<file path="config.mk">
export PLATFORM = sky130hd
export DESIGN_NAME = axi_rdata_arbiter_flat
export DESIGN_NICKNAME = d
export VERILOG_FILES = /design/src/rtl/axi_rdata_arbiter_if.sv /design/src/rtl/axi_rdata_arbiter.sv /design/src/flat_wrapper.sv
export SDC_FILE = /design/constraint.sdc
export NUM_CORES = 1
export LEC_CHECK = 0
export ABC_AREA = 1
export CAP_MARGIN = 40
export CELL_PAD_IN_SITES_DETAIL_PLACEMENT = 0
export CELL_PAD_IN_SITES_GLOBAL_PLACEMENT = 1
export CORE_AREA = 2 2 148 150
export CTS_CLUSTER_DIAMETER = 200
export DETAILED_ROUTE_END_ITERATION = 6
export DIE_AREA = 0 0 150 152
export DONT_BUFFER_PORTS = 1
export GPL_ROUTABILITY_DRIVEN = 1
export PLACE_DENSITY_LB_ADDON = 0.1
export SETUP_SLACK_MARGIN = 0.5
export SLEW_MARGIN = 20
export SYNTH_ARGS = -nofsm -noshare
export SYNTH_HDL_FRONTEND = slang
export SYNTH_SLANG_ARGS = --single-unit
</file>
<file path="constraint.sdc">
create_clock -name CLK -period 4.9 [get_ports CLK]
set_clock_uncertainty 0.05 [all_clocks]
set_input_delay 0.98 -clock CLK [delete_from_list [all_inputs] [get_ports CLK]]
set_output_delay 0.98 -clock CLK [all_outputs]
set_load 0.05 [all_outputs]
</file>
<file path="src/rtl/axi_rdata_arbiter_if.sv">
// axi_rdata_arbiter_if: shared R-channel bundle between requesting slaves and the read-data return path
//   S_MASTER/S_ID/S_DATA  per-slave fields, slave i at [i*width +: width]
//   S_LAST/S_VALID        per-slave beat flags; S_READY per-slave accept
//   MASTER/ID/DATA/LAST   granted beat; VALID/READY output handshake
//   GRANT                 one-hot grant, 0 when idle; BEAT_CNT beats accepted in current burst
//   modport master is the arbiter's view, modport slave the surrounding fabric's view
interface axi_rdata_arbiter_if #(
    parameter int slaves = 4,
    parameter int masters = 4,
    parameter int id_bits = 2,
    parameter int data_width = 64
);
    logic [slaves*masters-1:0]    S_MASTER;
    logic [slaves*id_bits-1:0]    S_ID;
    logic [slaves*data_width-1:0] S_DATA;
    logic [slaves-1:0]            S_LAST;
    logic [slaves-1:0]            S_VALID;
    logic [slaves-1:0]            S_READY;
    logic [masters-1:0]           MASTER;
    logic [id_bits-1:0]           ID;
    logic [data_width-1:0]        DATA;
    logic                         LAST;
    logic                         VALID;
    logic                         READY;
    logic [slaves-1:0]            GRANT;
    logic [7:0]                   BEAT_CNT;
    modport master (
        input  S_MASTER, S_ID, S_DATA, S_LAST, S_VALID, READY,
        output S_READY, MASTER, ID, DATA, LAST, VALID, GRANT, BEAT_CNT
    );
    modport slave (
        output S_MASTER, S_ID, S_DATA, S_LAST, S_VALID, READY,
        input  S_READY, MASTER, ID, DATA, LAST, VALID, GRANT, BEAT_CNT
    );
endinterface

</file>
<file path="src/rtl/axi_rdata_arbiter.sv">
// axi_rdata_arbiter: round-robin arbiter sharing one R return path, grant locked per burst
//   CLK     clock, rising edge
//   RESETN  synchronous reset, active low
//   bus     axi_rdata_arbiter_if.master: per-slave R channels in, granted beat out, GRANT/BEAT_CNT status
module axi_rdata_arbiter #(
    parameter int slaves = 4,
    parameter int masters = 4,
    parameter int id_bits = 2,
    parameter int data_width = 64
) (
    input logic CLK,
    input logic RESETN,
    axi_rdata_arbiter_if.master bus
);
    localparam int pw = slaves > 1 ? $clog2(slaves) : 1;
    typedef enum logic {IDLE, BURST} state_t;
    state_t state, state_n;
    logic [slaves-1:0] grant, grant_n;
    logic [pw-1:0] ptr, ptr_n, pick, idx, g;
    logic [7:0] cnt, cnt_n;
    logic accept;

    always_ff @(posedge CLK) begin
        if (!RESETN) begin
            state <= IDLE;
            grant <= '0;
            ptr <= '0;
            cnt <= '0;
        end else begin
            state <= state_n;
            grant <= grant_n;
            ptr <= ptr_n;
            cnt <= cnt_n;
        end
    end

    // Descending scan so the last hit is the one closest to ptr in rotation order.
    always_comb begin
        pick = '0;
        idx = '0;
        for (int k = slaves - 1; k >= 0; k--) begin
            idx = pw'((int'(ptr) + k) % slaves);
            if (bus.S_VALID[idx]) pick = idx;
        end
    end

    always_comb begin
        g = '0;
        for (int i = 0; i < slaves; i++) if (grant[i]) g = pw'(i);
    end

    assign accept = state == BURST && bus.S_VALID[g] && bus.READY;

    always_comb begin
        state_n = state;
        grant_n = grant;
        ptr_n = ptr;
        cnt_n = cnt;
        if (state == IDLE) begin
            if (|bus.S_VALID) begin
                state_n = BURST;
                grant_n = '0;
                grant_n[pick] = 1'b1;
                cnt_n = '0;
            end
        end else if (accept) begin
            cnt_n = cnt == 8'hff ? cnt : cnt + 8'd1;
            if (bus.S_LAST[g]) begin
                state_n = IDLE;
                grant_n = '0;
                ptr_n = pw'((int'(g) + 1) % slaves);
            end
        end
    end

    // The granted slave is wired straight through; the arbiter holds no beat storage.
    always_comb begin
        bus.VALID = state == BURST && bus.S_VALID[g];
        bus.S_READY = state == BURST ? grant & {slaves{bus.READY}} : '0;
        bus.MASTER = state == BURST ? bus.S_MASTER[g*masters +: masters] : '0;
        bus.ID = state == BURST ? bus.S_ID[g*id_bits +: id_bits] : '0;
        bus.DATA = state == BURST ? bus.S_DATA[g*data_width +: data_width] : '0;
        bus.LAST = state == BURST && bus.S_LAST[g];
        bus.GRANT = grant;
        bus.BEAT_CNT = cnt;
    end
endmodule

</file>
<file path="src/flat_wrapper.sv">
// flat-port wrapper written by rule: the top's interface ports become plain ports
module axi_rdata_arbiter_flat 
#(
    parameter int slaves = 4,
    parameter int masters = 4,
    parameter int id_bits = 2,
    parameter int data_width = 64
)
  (CLK, RESETN, bus_S_MASTER, bus_S_ID, bus_S_DATA, bus_S_LAST, bus_S_VALID, bus_READY, bus_S_READY, bus_MASTER, bus_ID, bus_DATA, bus_LAST, bus_VALID, bus_GRANT, bus_BEAT_CNT);
  axi_rdata_arbiter_if #(.slaves(slaves), .masters(masters), .id_bits(id_bits), .data_width(data_width)) bus_i ();
  input logic CLK;
  input logic RESETN;
  input wire logic [$bits(bus_i.S_MASTER)-1:0] bus_S_MASTER;
  input wire logic [$bits(bus_i.S_ID)-1:0] bus_S_ID;
  input wire logic [$bits(bus_i.S_DATA)-1:0] bus_S_DATA;
  input wire logic [$bits(bus_i.S_LAST)-1:0] bus_S_LAST;
  input wire logic [$bits(bus_i.S_VALID)-1:0] bus_S_VALID;
  input wire logic [$bits(bus_i.READY)-1:0] bus_READY;
  output wire logic [$bits(bus_i.S_READY)-1:0] bus_S_READY;
  output wire logic [$bits(bus_i.MASTER)-1:0] bus_MASTER;
  output wire logic [$bits(bus_i.ID)-1:0] bus_ID;
  output wire logic [$bits(bus_i.DATA)-1:0] bus_DATA;
  output wire logic [$bits(bus_i.LAST)-1:0] bus_LAST;
  output wire logic [$bits(bus_i.VALID)-1:0] bus_VALID;
  output wire logic [$bits(bus_i.GRANT)-1:0] bus_GRANT;
  output wire logic [$bits(bus_i.BEAT_CNT)-1:0] bus_BEAT_CNT;
  assign bus_i.S_MASTER = bus_S_MASTER;
  assign bus_i.S_ID = bus_S_ID;
  assign bus_i.S_DATA = bus_S_DATA;
  assign bus_i.S_LAST = bus_S_LAST;
  assign bus_i.S_VALID = bus_S_VALID;
  assign bus_i.READY = bus_READY;
  assign bus_S_READY = bus_i.S_READY;
  assign bus_MASTER = bus_i.MASTER;
  assign bus_ID = bus_i.ID;
  assign bus_DATA = bus_i.DATA;
  assign bus_LAST = bus_i.LAST;
  assign bus_VALID = bus_i.VALID;
  assign bus_GRANT = bus_i.GRANT;
  assign bus_BEAT_CNT = bus_i.BEAT_CNT;
  axi_rdata_arbiter #(.slaves(slaves), .masters(masters), .id_bits(id_bits), .data_width(data_width)) u_core (.CLK(CLK), .RESETN(RESETN), .bus(bus_i));
endmodule
</file>
==> results of run 1 <==
==> worst paths after layout <==
path | cells past startpoint | endpoint | startpoint
worst max-delay path | 7 | bus_DATA[0] | u_core.bus.GRANT[2]
worst min-delay path | 2 | u_core.ptr[1] | u_core.ptr[1]
worst max register to register | 11 | u_core.bus.GRANT[1] | u_core.bus.GRANT[2]
worst min register to register | 2 | u_core.ptr[1] | u_core.ptr[1]
==> layer usage <==
metal,wire length (um),GRT usage (%),up-vias
li1,-,-,2415
met1,7399,17.11,2297
met2,10410,30.64,289
met3,1696,2.523,14
met4,301,3.190,0
met5,0,0,-
==> through the flow <==
| stage | area [um^2] | hold slack (ns) | setup slack (ns) |
|---|---|---|---|
| detailed placement | 4197 | 0.5268 | 1.179 |
| CTS | 4277 | 0.5360 | 0.9144 |
| global placement | 4149 | 0.5200 | 1.140 |
| finish | 4282 | 0.5385 | 0.9563 |
| global route | 4282 | 0.5671 | 0.7428 |
| floorplan | 3338 | 0.4690 | 1.574 |
==> placed cells by master, fill, tap and decap left out, types with 3 or more instances in the layout <==
cell,count
clkbuf_16,3
a21oi_1,85
nor3_1,7
buf_12,5
inv_2,3
nor2_1,299
xor2_1,3
nand2_1,48
inv_1,18
nand3_1,17
dfxtp_1,14
o21ai_0,148
buf_4,81
==> sequential cells by signal (all words and copies together) (netlist names) <==
| register | cells |
|---|---|
| u_core.bus.BEAT_CNT | 8 |
| u_core.ptr | 2 |
| u_core.state | 1 |
| u_core.bus.GRANT | 4 |
==> power by group through the flow <==
stage	combinational (mW)	sequential, mW	clock (mW)
2_1_floorplan	0.672	0.150	0
4_1_cts	0.936	0.163	0.167
6_report	0.929	0.163	0.163
5_1_grt	1.00	0.165	0.174
3_5_place_dp	0.935	0.166	0
3_3_place_gp	0.928	0.166	0
==> layout make-up <==
type | count | area, um^2
Tap cell | 280 | 350.3
Inverter | 23 | 88.84
Timing Repair Buffer | 86 | 708.2
Multi-Input combinational cell | 623 | 2745
Clock inverter | 1 | 5.005
Sequential cell | 15 | 304.0
Clock buffer | 3 | 75.07
Antenna cell | 2 | 5.005
Fill cell | 2519 | 17070
==> worst register-to-register path, cell delays in order (launching register included) <==
cell	delay, ns
dfxtp_1	0.75
inv_2	0.13
nand2_1	0.11
nand2_2	0.29
inv_4	0.61
nand2_1	0.13
nand3_1	0.09
nand2_1	0.09
o21ai_1	0.22
inv_1	0.13
nand2_1	0.09
a21oi_1	0.07
==> cells by family after synthesis <==
family	count (synthesis)	share of synthesized area [%]
adders and majority gates	1	0.3748
and+or+nand+nor	383	45.39
DFF	15	8.996
xor gates and xnor gates	3	0.7873
AOI/OAI and AO/OA	236	35.46
buffers and inverters	78	8.995
==> impl_metrics.tcl, run 1 <==
set metrics [dict create \
    fin_setup_tns_ns 0 \
    clock-sinks 15 \
    ys_seq_area_share_pct 8.996 \
    status "finished clean" \
    synthCells 716 \
    die_h_um 152 \
    total_power_mw 1.255 \
    cp_top_family "buffers and inverters" \
    cts_root_buf "clkbuf_16" \
    min_period_over_period_pct 80.48 \
    cp.arrival_ns 2.91 \
    clock_path_buffers 2 \
    leakage_nw 1.788 \
    worst_pin_slew_ns 0.7561 \
    critPathMaxStageDelay_ns 0.75 \
    synth_common_cells "nor2_1 (299), o21ai_0 (148), a21oi_1 (85)" \
    p_per_area_nw_per_um2 293.0 \
    cts_buffers 3 \
    path_buf_inv 3 \
    grt_overflow 0 \
    grt_pass1_vias 4822 \
    final_cell_count_no_fill 1033 \
    io_pins 379 \
    synth_edf_count 0 \
    rsz0062_at_grt "no" \
    grtUsageTotal_pct 15.54 \
    internal_power_mw 0.4991 \
    postLayoutCoreUtil_pct 20.05 \
    synthArstFlopShare_pct 0 \
    clk_pin_slew_ns 0.05 \
    grt_antenna_before_repair 2 \
    ant_nets 0 \
    post-cts-setup-buffers 0 \
    drv_slew 0 \
    viasPerCell 4.855 \
    critPathMaxFanout 71 \
    coreArea_um2 21350 \
    synth_area_leader_cell "nor2_1" \
    grt_pass1_wl_mm 27.83 \
    num_vias 5015 \
    die_w_um 150 \
    r2r_slack_ns 2.01 \
    synth_cell_types 27 \
    path_cells "inv_2, nand2_1, nand2_2, inv_4, o21ai_0, a21oi_1, buf_4" \
    swShare_pct 60.22 \
    cts_htree_levels 1 \
    insertion_delay_ns 0.25 \
    required_ns 3.87 \
    period_minus_slack_ns 3.944 \
    initial_core_util_pct 15.64 \
    pwr-share-seq_pct 13.0 \
    synth_area_um2 3338 \
    slowest_stage "dfxtp_1" \
    synth_fp_nets 1008 \
    timing.fmax_mhz 253.6 \
    row_count 54 \
    wl_per_cell_um 19.18 \
    cts_tree "done" \
    startpoint_type "register" \
    place_hpwl_mm 15.35 \
    ctsHoldBuffers 0 \
    yosysMostFrequentCell "nor2_1" \
    port_buffers 0 \
    power_switching_mw 0.7555 \
    drtIter0Drc 366 \
    dieArea_um2 22800 \
    grt_max_degree 72 \
    clkPwrFrac_pct 13.0 \
    ys.flop_type "dfxtp_1" \
    gp_congestion 0.8821 \
    synth-warning-count 0 \
    syn_avg_cell_area_um2 4.662 \
    hp-class "register to register" \
    drive_above_1_share_pct 13.72 \
    dp.cells 1027 \
    cp-end-kind "primary output" \
    critPathKind "register to primary output" \
    synthTopCellsByArea "nor2_1 (34%), o21ai_0 (22%), a21oi_1 (13%), dfxtp_1 (9.0%), clkbuf_1 (5.7%)" \
    drt_wl_total_mm 19.81 \
    drc 0 \
    post_cts_resized 0 \
    cap_violations 0 \
    nets 1044 \
    synth_top_area_share_pct 33.62 \
    ir_drop_v 0.00008914 \
    ys_ff_latch 15 \
    setup_viol 0 \
    max-slew-margin-rel_pct 49.53 \
    p_comb_share_pct 74.1 \
    hold_viol 0 \
    syn2layout_area_growth_pct 28.26 \
    firstDrtPassIters 5 \
]
Note: power is estimated with default switching activity, not from simulation.
==> run 2, diff against run 1 <==
Settings changed: CORE_AREA 2 2 148 150 to 2 2 149 151, DIE_AREA 0 0 150 152 to 0 0 151 153.
Clock period 4.9 ns to 3.8 ns, I/O delays scaled along.
==> impl_metrics.tcl, run 2 (same netlist as run 1, synthesis figures left out) <==
set metrics [dict create \
    grt_max_degree 75 \
    drc 0 \
    critical_path.startpoint "u_core.bus.GRANT[3]" \
    hp-class "register to register" \
    gp_congestion 0.8235 \
    total_power_mw 1.608 \
    place_hpwl_mm 15.66 \
    io_pins 379 \
    rsz0062_at_grt "no" \
    grt_pass1_vias 5053 \
    max-slew-margin-rel_pct 56.82 \
    ir_drop_v 0.0001300 \
    drt_wl_total_mm 19.71 \
    hp-start "u_core.ptr[1]" \
    nets 1048 \
    pre_cts_ws_ns 0.8290 \
    setup_viol 0 \
    drv_slew 0 \
    cts_tree "done" \
    clk_pin_slew_ns 0.05 \
    num_vias 4942 \
    fillers 2590 \
    die_w_um 151 \
    drive_above_1_share_pct 14.17 \
    row_count 54 \
    grt_pass1_wl_mm 27.68 \
    critPathKind "register to primary output" \
    final_common_cell "nor2_1" \
    clock-sinks 15 \
    r2r-start "u_core.bus.GRANT[3]" \
    ant_nets 0 \
    period_minus_slack_ns 3.081 \
    dieArea_um2 23100 \
    port_buffers 0 \
    drtIter0Drc 167 \
    cts_root_buf "clkbuf_16" \
    cp_top_family "buffers and inverters" \
    leakage_nw 1.806 \
    p_per_area_nw_per_um2 373.7 \
    hold_viol 0 \
    cts_htree_levels 1 \
    die_h_um 153 \
    required_ns 2.99 \
    initial_core_util_pct 15.54 \
    clock_path_buffers 2 \
    firstDrtPassIters 5 \
    worst_pin_slew_ns 0.6468 \
    grt_overflow 0 \
    grt_antenna_before_repair 6 \
    syn2layout_area_growth_pct 28.86 \
    post-cts-setup-buffers 0 \
    critPathMaxFanout 41 \
    grtUsageTotal_pct 15.44 \
    status "finished clean" \
    fin_setup_tns_ns 0 \
    startpoint_type "register" \
    timing.fmax_mhz 324.5 \
    fin_ws_ns 0.7187 \
    cp-end-kind "primary output" \
    path_cells "inv_2, nand2_2, inv_4, buf_12, o21ai_0, a21oi_1, buf_4" \
    wl_per_cell_um 18.99 \
    slowest_stage "inv_2" \
    mostFrequentLayoutCells "nor2_1 (299), o21ai_0 (148), a21oi_1 (85), buf_4 (85), nand2_1 (48)" \
    path_buf_inv 4 \
    largest_register_ffs 8 \
    cap_violations 0 \
    min_period_over_period_pct 81.09 \
    coreArea_um2 21490 \
    insertion_delay_ns 0.25 \
    cp.arrival_ns 2.27 \
    cts_buffers 3 \
    critPathMaxStageDelay_ns 0.40 \
    viasPerCell 4.761 \
]
## run 2: cell types whose count changed in the layout (fill, tap and decap cells not counted), sizes merged
cell / change
buf: +4
diode: +1
## run 2: tightest hold or removal path, delay by kind of cell, from the launching register on
| kind | cells | cell delay (ns) |
|---|---|---|
| simple gates | 1 | 0.12 |
| compound gates | 1 | 0.05 |
| flops | 1 | 0.36 |
## run 2: repair_timing
action | CTS | global route
hold buffers | 0 | 0
gates resized for setup | 0 | 3
setup endpoints to repair | 0 | 44
## run 2: layer usage
metal	track usage [%]	wire length [um]
met5	0	27
met4	2.181	169
met3	3.791	1907
met2	31.84	10580
met1	15.47	7027
## run 2: power breakdown
part	switching [mW]	internal [mW]
registers	0.0305	0.166
clock network	0.0677	0.141
logic	0.864	0.339
## run 2: final timing paths
check                      endpoint  slack, ns  cells after the start
max                    bus_DATA[50]       0.72                      7
min                   u_core.ptr[1]       0.53                      2
max reg2reg  u_core.bus.BEAT_CNT[5]       1.36                     12
min reg2reg           u_core.ptr[1]       0.53                      2
## run 2: cell type report
cell class / instances / area, um^2 / share of cell area [%]
diodes: 3 / 7.507 / 0.1745
clock buffers: 3 / 75.07 / 1.745
clock inverters: 1 / 5.005 / 0.1163
inverters: 23 / 88.84 / 2.065
multi-input cells: 623 / 2750 / 63.93
flip-flops and latches: 15 / 304.0 / 7.068
well taps: 280 / 350.3 / 8.144
repair buffers: 90 / 720.7 / 16.75
## run 2: through the flow
step / utilization (%) / instances / area (um^2) / hold slack [ns]
floorplan: - / 716 / 3338 / 0.4690
global placement: 19.52 / 1030 / 4194 / 0.5085
detailed placement: 19.56 / 1031 / 4202 / 0.5276
CTS: 19.93 / 1035 / 4282 / 0.5388
global route: 20.01 / 1037 / 4299 / 0.5637
finish: 20.02 / 1038 / 4302 / 0.5298
